File: config.mk
export PLATFORM = sky130hd
export DESIGN_NAME = psram_hdmi_fill
export DESIGN_NICKNAME = d
export VERILOG_FILES = /design/src/rtl/psram_hdmi_fill.sv
export SDC_FILE = /design/constraint.sdc
export NUM_CORES = 1
export LEC_CHECK = 0
export CAP_MARGIN = 20
export CORE_ASPECT_RATIO = 1.5
export CORE_UTILIZATION = 25
export CTS_BUF_LIST = sky130_fd_sc_hd__clkbuf_8
export DETAILED_ROUTE_END_ITERATION = 12
export GPL_ROUTABILITY_DRIVEN = 0
export GPL_TIMING_DRIVEN = 0
export PLACE_DENSITY = 0.63
export SYNTH_ARGS = -nofsm -noshare
export SYNTH_HDL_FRONTEND = slang
export SYNTH_SLANG_ARGS = --single-unit
File: constraint.sdc
create_clock -name psramclk -period 2 [get_ports psramclk]
set_input_delay 0.2 -clock psramclk [delete_from_list [all_inputs] [get_ports psramclk]]
set_output_delay 0.2 -clock psramclk [all_outputs]
set_load 0.01 [all_outputs]
File: src/rtl/psram_hdmi_fill.sv
// Keeps the 4-block HDMI display FIFO topped up with 64-byte PSRAM read bursts,
// walking a frame buffer block by block and wrapping at the end of each frame.
module psram_hdmi_fill #(
  parameter int unsigned FRAME_BLOCKS = 28800,
  parameter int unsigned PREFILL      = 4
) (
  input  logic        psramclk,
  input  logic        rst_psclk,
  input  logic        start_hdmi,
  input  logic        stop_hdmi,
  input  logic [22:0] fb_base,
  input  logic        fifo_rpt_update_hdclk,
  output logic        rd_req,
  output logic [22:0] rd_addr,
  input  logic        rd_ack,
  input  logic        rd_valid,
  input  logic [31:0] rd_data,
  output logic        fifo_wen,
  output logic [5:0]  fifo_wadr,
  output logic [31:0] fifo_wdata,
  output logic        fifo_empty,
  output logic        fill_busy
);
  localparam int unsigned ADDR_W      = 23;
  localparam int unsigned WADR_W      = 6;
  localparam int unsigned BEAT_W      = 4;
  localparam int unsigned LVL_W       = 3;
  localparam int unsigned FIFO_BLOCKS = 4;
  localparam int unsigned BLK_W       = (FRAME_BLOCKS > 1) ? $clog2(FRAME_BLOCKS) : 1;

  localparam logic [LVL_W-1:0]  LVL_FULL   = LVL_W'(FIFO_BLOCKS);
  localparam logic [LVL_W-1:0]  LVL_PRE    = LVL_W'(PREFILL);
  localparam logic [BLK_W-1:0]  BLK_LAST   = BLK_W'(FRAME_BLOCKS - 1);
  localparam logic [BEAT_W-1:0] BEAT_LAST  = BEAT_W'(15);
  localparam logic [ADDR_W-1:0] BLK_BYTES  = ADDR_W'(64);

  typedef enum logic [1:0] {IDLE, REQ, DATA, WAIT} state_e;

  state_e            state, state_nxt;
  logic [ADDR_W-1:0] addr, addr_nxt;
  logic [WADR_W-1:0] wadr, wadr_nxt;
  logic [BEAT_W-1:0] beat, beat_nxt;
  logic [BLK_W-1:0]  blk_cnt, blk_nxt;
  logic [LVL_W-1:0]  level, level_nxt;
  logic              prefilled, prefilled_nxt;
  logic              stop_pend, stop_pend_nxt;
  logic              empty_q, empty_nxt;
  logic              start_prev;
  logic              sync1, sync2, sync3;
  logic              start_edge, free_evt, blk_done, frame_wrap;
  logic [ADDR_W-1:0] base_blk;
  logic              unused_fb_lsb;

  assign base_blk      = {fb_base[22:6], 6'b0};
  assign unused_fb_lsb = ^fb_base[5:0];
  assign start_edge    = start_hdmi & ~start_prev;
  assign free_evt      = sync2 & ~sync3;
  assign fifo_empty    = empty_q;

  // State and bookkeeping registers
  always_ff @(posedge psramclk or posedge rst_psclk) begin
    if (rst_psclk) begin
      state      <= IDLE;
      addr       <= '0;
      wadr       <= '0;
      beat       <= '0;
      blk_cnt    <= '0;
      level      <= '0;
      prefilled  <= 1'b0;
      stop_pend  <= 1'b0;
      empty_q    <= 1'b1;
      start_prev <= 1'b0;
      sync1      <= 1'b0;
      sync2      <= 1'b0;
      sync3      <= 1'b0;
    end else begin
      state      <= state_nxt;
      addr       <= addr_nxt;
      wadr       <= wadr_nxt;
      beat       <= beat_nxt;
      blk_cnt    <= blk_nxt;
      level      <= level_nxt;
      prefilled  <= prefilled_nxt;
      stop_pend  <= stop_pend_nxt;
      empty_q    <= empty_nxt;
      start_prev <= start_hdmi;
      sync1      <= fifo_rpt_update_hdclk;
      sync2      <= sync1;
      sync3      <= sync2;
    end
  end

  // Next-state, FIFO write path and occupancy tracking
  always_comb begin
    state_nxt     = state;
    addr_nxt      = addr;
    wadr_nxt      = wadr;
    beat_nxt      = beat;
    blk_nxt       = blk_cnt;
    level_nxt     = level;
    prefilled_nxt = prefilled;
    stop_pend_nxt = stop_pend;
    blk_done      = 1'b0;
    frame_wrap    = 1'b0;
    fifo_wen      = 1'b0;
    fifo_wdata    = '0;
    fifo_wadr     = wadr;
    rd_req        = (state == REQ);
    rd_addr       = addr;
    fill_busy     = (state != IDLE);

    case (state)
      IDLE: begin
        wadr_nxt      = '0;
        beat_nxt      = '0;
        blk_nxt       = '0;
        stop_pend_nxt = 1'b0;
        if (start_edge) begin
          addr_nxt  = base_blk;
          state_nxt = REQ;
        end
      end
      REQ: begin
        if (rd_ack) state_nxt = DATA;
      end
      DATA: begin
        if (rd_valid) begin
          fifo_wen   = 1'b1;
          fifo_wdata = rd_data;
          wadr_nxt   = wadr + WADR_W'(1);
          beat_nxt   = beat + BEAT_W'(1);
          if (beat == BEAT_LAST) begin
            blk_done = 1'b1;
            if (blk_cnt == BLK_LAST) begin
              frame_wrap = 1'b1;
              blk_nxt    = '0;
              addr_nxt   = base_blk;
            end else begin
              blk_nxt  = blk_cnt + BLK_W'(1);
              addr_nxt = addr + BLK_BYTES;
            end
            state_nxt = (stop_pend && frame_wrap) ? IDLE : WAIT;
          end
        end
      end
      WAIT: begin
        if (level < LVL_FULL) state_nxt = REQ;
      end
      default: state_nxt = IDLE;
    endcase

    if (state != IDLE && stop_hdmi) stop_pend_nxt = 1'b1;

    // A completion and a free in the same cycle cancel out
    if (state == IDLE) begin
      level_nxt = '0;
    end else if (blk_done && !free_evt) begin
      if (level < LVL_FULL) level_nxt = level + LVL_W'(1);
    end else if (free_evt && !blk_done) begin
      if (level != '0) level_nxt = level - LVL_W'(1);
    end

    if (state == IDLE)             prefilled_nxt = 1'b0;
    else if (level_nxt == LVL_PRE) prefilled_nxt = 1'b1;

    empty_nxt = ~prefilled_nxt | (level_nxt == '0);
  end
endmodule

# Yosys cells after proc, flatten, opt, wreduce, memory -nomap -nowiden
# Index checks and enable logic that the tools add are counted.
# totals
mem_bits_ro,0
input_bits,62
n_memories,0
output_inout_bits,65
regBits,60
ram_bits,0
latch_bits,0
wordCells,93
# op_classes
addsub,6
n_lt_le_gt_ge,1
n_div,0
reduce_logical,16
bitwise_logic,6
eq_ne,11
mux,40
n_mul,0
shift,0
# ops
cell,n
23-bit two-way mux,4
32-bit two-way mux,2
23-bit one-hot mux with 2 select lines,1
15-bit two-way mux,3
15-bit one-hot mux with 2 select lines,1
"23-bit by 7-bit adder with 23-bit output, second input constant",1
"15-bit by 1-bit adder with 15-bit output, second input constant",1
"15-bit == test, second input constant",1
3-bit two-way mux,5
1-bit two-way mux,13
2-bit two-way mux,6
6-bit one-hot mux with 2 select lines,1
"2-bit inequality test, second input constant",4
2-bit one-hot mux with 4 select lines,1
4-bit one-hot mux with 2 select lines,1
"6-bit by 1-bit adder with 6-bit output, second input constant",1
6-bit two-way mux,1
2-bit nonzero test,3
5-bit AND reduction,1
"4-bit by 1-bit adder with 4-bit output, second input constant",1
"2-bit == test, second input constant",2
"4-bit == test, second input constant",1
1-bit logical AND,4
4-bit two-way mux,1
16 further kinds,20

# Longest topological paths before layout
# depth
ltp_word,14
ltp_mapped,11
mapped_depth_nobuf,9

# Worst setup path before layout
# Ideal clock, no wire load.
# synth_path
kind,register to register
start,register state[0]
end,"register empty_q, in the netlist fifo_empty"
period_less_slack_ns,1.901
arrival_time_ns,1.826
setup_ns,0.075
setup_slack_ns,0.099
path_buffers,1
path_stages_with_launch,11
required_time_ns,1.925
cell_sequence,dfrtp_1 -> inv_1 -> ha_1 -> nand2_2 -> inv_2 -> buf_6 -> nand2_1 -> a31oi_1 -> xnor2_1 -> nor2b_4 -> mux2i_1
# synth_via
elab_chain_len,12
elab_cells_between_ends,15
cone_classes,eq/ne (2); mux (6); bitwise (2); reduce/logical (5)
# synth_rtl
item,line_no,text
from (decl),39,"state_e state, state_nxt;"
from (signal assigned),77,state <= state_nxt;
2-bit == test,112,case (state)
1-bit two-way mux,112,
1-bit logical NOT,159,end else if (free_evt && !blk_done) begin
1-bit logical AND,159,
3-bit two-way mux,159,
3-bit two-way mux,157,end else if (blk_done && !free_evt) begin
3-bit two-way mux,155,if (state == IDLE) begin
3-bit == test,164,else if (level_nxt == LVL_PRE) prefilled_nxt = 1'b1;
1-bit two-way mux,164,
1-bit two-way mux,163,if (state == IDLE) prefilled_nxt = 1'b0;
1-bit NOT,166,empty_nxt = ~prefilled_nxt | (level_nxt == '0);
1-bit OR *,166,
named net empty_nxt,47,"logic empty_q, empty_nxt;"
to (signal assigned),85,empty_q <= empty_nxt;
to (decl),47,
# Mark *: on every way through the listed nets, which the timed path passes. The rest lies on a longest branch.
# A chain may end at the register's enable or synchronous reset.

# Worst setup path after layout
# layout_path
start,register state[0]
end,output fifo_wdata[8]
# layout_via
elab_chain_len,2
# layout_rtl
item,line_no,text
2-bit == test,112,
32-bit two-way mux,112,
to (decl),20,"output logic [31:0] fifo_wdata,"
# Every way passes these cells.

==> results.md <==
- Port buffer count: 114
- Fmax: 519.3 MHz
- Fraction of layout cells with a size suffix above 1: 24.34%
- Number of design-rule violations left by the first detailed-router iteration: 156
- Clock tree from TritonCTS: done
- Standby leakage power: 2.323 nW
- Die width: 96.42 um
- Distinct cells, synth: 57
- Leading post-synthesis cells by cell area: sky130_fd_sc_hd__dfrtp_1 (40%), sky130_fd_sc_hd__and3_1 (7.3%), sky130_fd_sc_hd__ha_1 (4.1%)
- WL final: 10280 um
- Number of diodes added for antenna fixing: 0
- Fill cells: 1325
- Number of antenna violations at the first check in global routing: 0
- Nets@finish: 606
- Number of register bits inferred by synthesis: 54
- Series of cell instances along the critical path: inv_2 -> ha_4 -> clkbuf_16 -> buf_4 -> and3_1 -> clkdlybuf4s15_2
- Post-synth top area share: 39.67%
- Launching element type of the critical path: register
- Clk Latency, worst-skew pair: 0.32 ns
- Critical path data required time: 1.80 ns
- Routed wire per std cell: 14.83 um
- Number of sinks on the clock net: 54
- Final Max Tran Viols: 0
- Sort of element at the end of the critical path: output port
- Max Clock Skew: 0.02003 ns
- Setup repair after global routing missed its margin: false
- Area Overhead vs Synth: 52.99%
- Antenna violation net count after detailed routing: 0
- DIE AREA: 13850 um2
- Part of the Yosys area used for sequential elements: 40.46%
- Worst-path maximum fanout: 10
- Vias in the first global route: 3479
- Cell family with the largest share of critical-path delay: buffers and inverters
- Post-route setup TNS: 0 ns
- Number of warnings issued by yosys: 0
- # IOs: 127
- Global-route wire length before repair: 16710 um
- Share of the clock period used by the worst path: 96.28%
- Count of flip-flops with a built-in enable after synthesis: 0
- Power density over cell area: 1011 nW/um2
- Post-detailed-placement half-perimeter wirelength: 7500 um
- Class of the worst hold path: input pin to register
- Minimum period implied by the final worst setup slack: 1.926 ns
- Cell taking the most area after synthesis: sky130_fd_sc_hd__dfrtp_1
- Core Footprint: 13020 um2
- Post-Place Setup Slack: -0.5964 ns
- IR Drop Worst-Case VDD: 0.3634 mV
- Most common library cell in the layout ignoring fill and taps: sky130_fd_sc_hd__clkdlybuf4s50_1
- Storage cell area: 1354 um2
- Multi-input gate area in the final layout: 1986 um2
- Post-Synthesis Cell Area: 3343 um2
- Data arrival time of the critical path: 1.73 ns
- Residual DRC: 0
- Worst-Margin Slew: 0.7783 ns
- Global-route usage over all layers: 15.42%
- Total global routing overflow: 0
- Routed via count divided by cell count: 4.983
- Fraction of registers with async set/reset: 100.0%
- CTS Root Buffer Type: sky130_fd_sc_hd__clkbuf_8
- Run status: completed
- Worst-path cell with the longest stage delay: sky130_fd_sc_hd__dfrtp_1
- Mapped Avg Cell Area: 8.661 um2
- Maximum number of pins on one net before global-route repair: 34
- Largest stage delay on the critical path: 0.40 ns
- Quantity of hold-fixing buffers added after cts: 0
- CTS clock-pin slew for the worst setup and hold paths: 0.10 ns
- Number of placement rows: 51
- Instance count of the mapped netlist: 386
- H-tree levels: 2
- Router iterations before antenna repair: 4
- Bufs on Longest Clock Path: 2
- Number of buffers added by the clock tree synthesis step: 5
- Max-slew headroom: 48.04%
- Count of max-cap constraint violations: 0
- Most frequently used flop master after synthesis: sky130_fd_sc_hd__dfrtp_1
- Routed via count: 3453
- Commonest cells after routing, fill and taps aside: sky130_fd_sc_hd__clkdlybuf4s50_1 (80), sky130_fd_sc_hd__dfrtp_1 (52), sky130_fd_sc_hd__and3_1 (39)
- Number of buffer and inverter instances along the worst setup path: 4
- Vertical extent of the die: 143.6 um
- Final setup slack of the worst path: 0.07433 ns
- Final count of negative-setup-slack endpoints: 0
- Starting density of the core: 25.68%
- Critical path start-end classification: register to output port
- Number of hold violations in the final report: 0
-- flip-flops by register name, indices dropped and copies added, names as in the netlist, 2 cells and up --
name,cells
fifo_wadr,6
beat,4
blk_cnt,15
state,2
rd_addr,17
level,3
-- layer usage --
layer | track usage, % | wire length (um)
met3 | 3.333 | 642
met4 | 4.025 | 125
met2 | 29.68 | 5583
met1 | 16.49 | 3923
met5 | 0 | 0
-- where the power goes --
group          leakage [nW]  switching, mW  internal [mW]
combinational          1.58           1.43           1.46
clock                0.0524          0.390          0.276
sequential            0.688          0.298           1.32
total                  2.32           2.12           3.06
-- final timing paths --
path / from / endpoint / slack [ns] / cells after the start
max: state[0]$_DFFE_PP0P_ / fifo_wdata[8] / 0.07 / 6
min: fifo_rpt_update_hdclk / sync1$_DFF_PP0_ / 0.32 / 1
max reg2reg: state[0]$_DFFE_PP0P_ / fifo_empty$_DFF_PP1_ / 0.09 / 8
min reg2reg: sync1$_DFF_PP0_ / sync2$_DFF_PP0_ / 0.35 / 0
max in group asynchronous: rst_psclk / blk_cnt[13]$_DFFE_PP0P_ / 1.07 / 3
min in group asynchronous: rst_psclk / rd_addr[7]$_DFFE_PP0P_ / 0.34 / 2
-- what timing repair did --
item,in CTS,in global routing
gates resized for setup,74,85
buffers inserted,12,8
endpoints found under the setup margin,68,60
pin swaps,4,5
-- Yosys cell counts, types with 2 or more instances --
master and number:
sky130_fd_sc_hd__and3_1 39, sky130_fd_sc_hd__nor2_2 2, sky130_fd_sc_hd__xnor2_1 2, sky130_fd_sc_hd__buf_4 6, sky130_fd_sc_hd__o21ai_0 26, sky130_fd_sc_hd__nor2_1 32
sky130_fd_sc_hd__a22o_1 4, sky130_fd_sc_hd__buf_2 8, sky130_fd_sc_hd__o21ai_1 10, sky130_fd_sc_hd__clkbuf_1 7, sky130_fd_sc_hd__a31oi_1 6, sky130_fd_sc_hd__or3_1 4
sky130_fd_sc_hd__nand3_1 22, sky130_fd_sc_hd__a21oi_2 7, sky130_fd_sc_hd__ha_1 11, sky130_fd_sc_hd__a21boi_0 2, sky130_fd_sc_hd__o31ai_1 2, sky130_fd_sc_hd__and2_1 2
sky130_fd_sc_hd__dfrtp_1 53, sky130_fd_sc_hd__a21oi_1 24, sky130_fd_sc_hd__o22ai_1 5, sky130_fd_sc_hd__nor3_1 5, sky130_fd_sc_hd__a2bb2oi_1 3, sky130_fd_sc_hd__nand2b_1 3
sky130_fd_sc_hd__nor2b_1 3, sky130_fd_sc_hd__nand4_1 8, sky130_fd_sc_hd__inv_1 15, sky130_fd_sc_hd__xor2_1 6, sky130_fd_sc_hd__buf_6 5, sky130_fd_sc_hd__nand2_1 35
sky130_fd_sc_hd__a21o_1 3
-- logic make-up after synthesis --
| family | after synthesis | share of synthesized area [%] |
|---|---|---|
| other | 1 | 0.1122 |
| adder cells (fa/ha/maj) | 11 | 4.117 |
| multiplexers | 1 | 0.2994 |
| buffers and inverters | 42 | 6.811 |
| XOR/XNOR | 8 | 2.096 |
| AND/OR/NAND/NOR | 167 | 26.83 |
| flip-flops | 54 | 40.46 |
| AO/OA/AOI/OAI | 102 | 19.27 |
-- area by class of cell --
type / count / area share, %
well taps: 159 / 3.889
repair buffers: 135 / 23.34
multi-input cells: 295 / 38.82
clock buffers: 6 / 1.614
inverters: 16 / 1.223
plain buffers: 26 / 4.477
flip-flops and latches: 54 / 26.47
clock inverters: 2 / 0.1712
-- per-stage QoR --
| step | area, um2 | hold slack [ns] | power, mW | instances | utilization, % |
|---|---|---|---|---|---|
| 2_1_floorplan | 3362 | 0.2314 | 2.928 | 391 | - |
| 3_3_place_gp | 4702 | 0.3345 | 3.918 | 664 | 36.12 |
| 3_5_place_dp | 4730 | 0.3356 | 4.001 | 665 | 36.33 |
| 4_1_cts | 4991 | 0.3067 | 4.995 | 685 | 38.34 |
| 5_1_grt | 5115 | 0.3235 | 5.543 | 693 | 39.29 |
| 6_report | 5115 | 0.3230 | 5.173 | 693 | 39.29 |
No activity file was read; power rests on OpenSTA's default activity.
